$ cat config.mk
export PLATFORM = sky130hd
export DESIGN_NAME = adventure_ctrl
export DESIGN_NICKNAME = d
export VERILOG_FILES = /design/src/rtl/adventure_ctrl.sv
export SDC_FILE = /design/constraint.sdc
export NUM_CORES = 1
export LEC_CHECK = 0
export ABC_AREA = 1
export BUFFER_PORTS_ARGS = -buffer_cell sky130_fd_sc_hd__buf_2
export CAP_MARGIN = 25
export CORE_MARGIN = 1
export CORE_UTILIZATION = 55
export DETAILED_ROUTE_END_ITERATION = 8
export PLACE_DENSITY_LB_ADDON = 0.2
export SETUP_SLACK_MARGIN = 0.1
export SYNTH_ARGS = -nofsm -noshare
export SYNTH_HDL_FRONTEND = slang
export SYNTH_SLANG_ARGS = --single-unit
$ cat constraint.sdc
create_clock -name clk -period 4.2 [get_ports clk]
set_clock_uncertainty 0.1 [all_clocks]
set_input_delay 0.63 -clock clk [delete_from_list [all_inputs] [get_ports clk]]
set_output_delay 0.63 -clock clk [all_outputs]
set_load 0.1 [all_outputs]
$ cat src/rtl/adventure_ctrl.sv
// adventure_ctrl: front-end sequencer for the room state machine.
// Turns level-held, debounced buttons into single-cycle move pulses (one
// move at a time), rejects multi-button presses, drives the room FSM's
// game reset, counts moves and latches the game result until restart.
//
// Ports:
//   clk                         system clock, rising edge
//   reset                       asynchronous, active-low reset
//   btn_n/btn_s/btn_e/btn_w     direction buttons (level, synchronous)
//   btn_restart                 restart button (level, synchronous)
//   room_win, room_die          result flags from the room FSM
//   mv_n/mv_s/mv_e/mv_w         one-cycle move pulses to the room FSM
//   game_rst                    active-high reset to the room FSM
//   move_cnt                    accepted move count, saturating
//   busy                        high in any state other than IDLE
//   game_over                   game finished, moves locked
//   result_win                  valid with game_over: 1 = win
//   cmd_reject                  one-cycle pulse on a rejected press
module adventure_ctrl #(
   parameter int RST_CYCLES    = 4,
   parameter int SETTLE_CYCLES = 2,
   parameter int CNT_W         = 8,
   parameter int MAX_MOVES     = 0
) (
   input  logic             clk,
   input  logic             reset,
   input  logic             btn_n,
   input  logic             btn_s,
   input  logic             btn_e,
   input  logic             btn_w,
   input  logic             btn_restart,
   input  logic             room_win,
   input  logic             room_die,
   output logic             mv_n,
   output logic             mv_s,
   output logic             mv_e,
   output logic             mv_w,
   output logic             game_rst,
   output logic [CNT_W-1:0] move_cnt,
   output logic             busy,
   output logic             game_over,
   output logic             result_win,
   output logic             cmd_reject
);

   localparam int CMAX = (RST_CYCLES > SETTLE_CYCLES) ? RST_CYCLES : SETTLE_CYCLES;
   localparam int TW   = $clog2(CMAX + 1);
   localparam logic [TW-1:0]    RST_LOAD    = TW'(RST_CYCLES - 1);
   localparam logic [TW-1:0]    SETTLE_LOAD = TW'(SETTLE_CYCLES - 1);
   localparam logic [CNT_W-1:0] MAX_V       = CNT_W'(MAX_MOVES);
   localparam logic             LIMITED     = (MAX_MOVES != 0);

   typedef enum logic [2:0] {
      RST_HOLD,
      IDLE,
      ISSUE,
      SETTLE,
      DONE
   } state_t;

   state_t           state, state_d;
   logic [TW-1:0]    tmr, tmr_d;
   logic [3:0]       dir_q;          // {n,s,e,w} history
   logic             rst_q;
   logic [3:0]       mv_q, mv_d;
   logic [CNT_W-1:0] move_cnt_d;
   logic             game_rst_d, busy_d, game_over_d, result_win_d, cmd_reject_d;

   logic [3:0] btn_dir;
   logic [3:0] press_dir;
   logic       press_rst;
   logic       multi_press;
   logic       single_press;

   assign btn_dir      = {btn_n, btn_s, btn_e, btn_w};
   assign press_dir    = btn_dir & ~dir_q;
   assign press_rst    = btn_restart & ~rst_q;
   // Clearing the lowest set bit leaves something only if two or more are set.
   assign multi_press  = |(press_dir & (press_dir - 4'd1));
   assign single_press = (press_dir != 4'd0) && !multi_press;

   assign {mv_n, mv_s, mv_e, mv_w} = mv_q;

   always_comb begin
      state_d      = state;
      tmr_d        = tmr;
      mv_d         = 4'd0;
      move_cnt_d   = move_cnt;
      game_over_d  = game_over;
      result_win_d = result_win;
      cmd_reject_d = 1'b0;

      if (press_rst) begin
         // Also reloads the hold timer when already in RST_HOLD.
         state_d      = RST_HOLD;
         tmr_d        = RST_LOAD;
         move_cnt_d   = '0;
         game_over_d  = 1'b0;
         result_win_d = 1'b0;
      end else begin
         case (state)
            RST_HOLD: begin
               if (tmr == '0) state_d = IDLE;
               else           tmr_d   = tmr - 1'b1;
            end
            IDLE: begin
               if (room_win || room_die) begin
                  state_d      = DONE;
                  game_over_d  = 1'b1;
                  result_win_d = room_win;
               end else if (single_press) begin
                  state_d    = ISSUE;
                  mv_d       = press_dir;
                  move_cnt_d = (move_cnt == '1) ? move_cnt : move_cnt + CNT_W'(1);
               end else if (multi_press) begin
                  cmd_reject_d = 1'b1;
               end
            end
            ISSUE: begin
               state_d = SETTLE;
               tmr_d   = SETTLE_LOAD;
            end
            SETTLE: begin
               if (tmr != '0) begin
                  tmr_d = tmr - 1'b1;
               end else if (room_win) begin
                  state_d      = DONE;
                  game_over_d  = 1'b1;
                  result_win_d = 1'b1;
               end else if (room_die || (LIMITED && move_cnt == MAX_V)) begin
                  state_d      = DONE;
                  game_over_d  = 1'b1;
                  result_win_d = 1'b0;
               end else begin
                  state_d = IDLE;
               end
            end
            DONE:    ;
            default: state_d = RST_HOLD;
         endcase
      end

      game_rst_d = (state_d == RST_HOLD);
      busy_d     = (state_d != IDLE);
   end

   always_ff @(posedge clk or negedge reset) begin
      if (!reset) begin
         state      <= RST_HOLD;
         tmr        <= RST_LOAD;
         dir_q      <= 4'hF;
         rst_q      <= 1'b1;
         mv_q       <= 4'd0;
         game_rst   <= 1'b1;
         move_cnt   <= '0;
         busy       <= 1'b1;
         game_over  <= 1'b0;
         result_win <= 1'b0;
         cmd_reject <= 1'b0;
      end else begin
         state      <= state_d;
         tmr        <= tmr_d;
         dir_q      <= btn_dir;
         rst_q      <= btn_restart;
         mv_q       <= mv_d;
         game_rst   <= game_rst_d;
         move_cnt   <= move_cnt_d;
         busy       <= busy_d;
         game_over  <= game_over_d;
         result_win <= result_win_d;
         cmd_reject <= cmd_reject_d;
      end
   end

endmodule

==> results.sh <==
export IMPL_ys_types=25
export IMPL_final_cell_mix="nand2_1, inv_1, buf_2, nor2_1, dfrtp_1"
export IMPL_reg2reg_from="rst_q"
export IMPL_die_x_um=53.8
export IMPL_port_buffers=25
export IMPL_ys_async_sr_fraction_pct=100
export IMPL_h_tree_depth=1
export IMPL_regToRegEndpoint="tmr[0]"
export IMPL_synthFlopType="dfrtp_1"
export IMPL_crit_path_start_kind="flip-flop"
export IMPL_drt_initial_drc_count=41
export IMPL_maxCapViolations=0
export IMPL_initial_core_util_pct=59.1
export IMPL_fmax_mhz=493
export IMPL_place_congestion=0.954
export IMPL_vias=1267
export IMPL_fin_nets=228
export IMPL_synth_area_leaders="dfrtp_1, dfstp_2, nand2_1, inv_1, nand3_1"
export IMPL_yosysWarnings=0
export IMPL_first_pass_iters=4
export IMPL_synth_top_area_share_pct=32.2
export IMPL_multi_input_area_sq_um=637
export IMPL_yosysTopAreaCell="dfrtp_1"
export IMPL_grt_max_degree=29
export IMPL_insertion_delay_ns=0.33
export IMPL_dieArea_sq_mm=0.00290
export IMPL_cts_buffers=3
export IMPL_mostFrequentLayoutCell="nand2_1"
export IMPL_syn_area_sq_mm=0.00148
export IMPL_syn_avg_cell_area_sq_um=7.81
export IMPL_ys_ff_latch=28
export IMPL_cts_hold_fix_buffers=0
export IMPL_period_minus_slack_ns=2.03
export IMPL_min_period_over_period_pct=48.3
export IMPL_antenna_left=0
export IMPL_rsz0062_at_grt="false"
export IMPL_critical_path_class="reg2reg"
export IMPL_rrSetupSlack_ns=2.17
export IMPL_place_hpwl_um=2090
export IMPL_cp_end_kind="flip-flop"
export IMPL_final_cells=245
export IMPL_fillCellCount=217
export IMPL_slew_violations=0
export IMPL_io_pins=26
export IMPL_row_count=18
export IMPL_drive_above_1_share_pct=21.9
export IMPL_post_cts_resize_count=0
export IMPL_arrival_ns=2.19
export IMPL_wire_per_inst_um=11.7
export IMPL_drc=0
export IMPL_seq_area_frac_synth_pct=48.2
export IMPL_vias_per_cell=5.17
export IMPL_ir_drop_uv=492
export IMPL_hold_viol=0
export IMPL_synth_fp_nets=201
export IMPL_diodes=0
export IMPL_gr_total_overflow=0
export IMPL_clk_pin_slew_ns=0.15
export IMPL_critPathMaxFanout=16
export IMPL_ctsRootBufferMaster="clkbuf_4"
export IMPL_grt_first_pass_wirelength_um=4840
export IMPL_post_cts_buffers=0
export IMPL_antenna_found_initial=0
export IMPL_dieHeight_um=53.8
export IMPL_dp_cells=241
export IMPL_netlist_instances=189
export IMPL_clockBufferDepth=2
export IMPL_p_per_area_mw_per_mm2=616
export IMPL_grt_usage_pct=23.0
export IMPL_clkSinkCount=28
export IMPL_grt_pass1_vias=1167
export IMPL_rr_worst_depth=4
export IMPL_worstMarginPinSlew_ns=0.634
export IMPL_synth_edf_count=0
export IMPL_p_leak_uw=0.000960
export IMPL_fin_setup_tns_ns=0
export IMPL_drt_total_wl_um=2880
export IMPL_placeableCoreArea_sq_mm=0.00250
export IMPL_setup_viol=0
export IMPL_hold_path_class="in2async"
export IMPL_area_growth_pct=12.5
export IMPL_cp_required_ns=4.36
export IMPL_relSlewSlack_pct=57.7
export IMPL_cts_tree="yes"
export IMPL_seq_area_sq_um=712
export IMPL_outcome="finished clean"
==> kinds of logic after synthesis <==
family / after synthesis / synth area share, %
compound gates: 13 / 4.83
flops: 28 / 48.2
buf+inv: 33 / 8.64
xor+xnor: 3 / 1.78
simple gates: 109 / 34.0
fa+ha+maj: 3 / 2.54
==> synth_stat cells (3+ instances only) <==
cell and count:
nor2_1 19, inv_1 29, ha_1 3, xor2_1 3, a21oi_1 5, dfrtp_1 19
nand2_1 56, nand4_1 4, nand3_1 16, nor3_1 5, dfstp_2 9, o21ai_0 6
buf_2 3
==> report_power, final <==
group	internal [uW]	switching, uW
Combinational	108	393
Sequential	340	45.8
Clock	53.1	82.3
==> flip-flops by register name, indices dropped and copies added, names as in the netlist <==
signal and count:
busy 1, cmd_reject 1, dir_q 4, game_over 1
game_rst 1, move_cnt 8, mv_q 4, result_win 1
rst_q 1, state 3, tmr 3
==> per-stage QoR <==
step	util, %	setup slack, ns	area (sq um)	hold WS, ns	total power [uW]
2_1_floorplan	-	1.99	1480	0.234	800
3_3_place_gp	65.0	2.08	1620	0.400	875
3_5_place_dp	65.0	1.96	1620	0.400	892
4_1_cts	66.4	2.17	1660	0.207	1020
5_1_grt	66.4	2.02	1660	0.218	1090
6_report	66.4	2.17	1660	0.173	1020
==> area by class of cell <==
cell class | instances | share of cell area [%]
flip-flops and latches | 28 | 42.9
well taps | 30 | 2.26
repair buffers | 25 | 7.54
clock buffers | 4 | 2.19
inverters | 30 | 6.78
multi-input cells | 128 | 38.4
==> layer usage <==
metal | vias up | global-route usage (%) | wire length [um]
li1 | 641 | - | -
met1 | 577 | 28.2 | 1280
met2 | 42 | 42.0 | 1410
met3 | 7 | 2.54 | 139
met4 | 0 | 6.58 | 47
met5 | - | 0 | 0
==> how the worst max path moves through the flow <==
stage                      startpoint           to  cells past startpoint
after global routing            rst_q       tmr[0]                      4
after detailed placement  btn_restart       tmr[0]                      6
final                           rst_q       tmr[0]                      4
after floorplan           move_cnt[0]  move_cnt[0]                      8
after CTS                    game_rst     game_rst                      1
after global placement    btn_restart     game_rst                      8
==> worst max-delay path: stages, from the launching register on <==
cell and delay [ns]:
dfstp_2 0.54, or2_1 0.50, inv_1 0.36, o31ai_1 0.31, o21ai_0 0.14
Power figures use the tool's default switching activity.
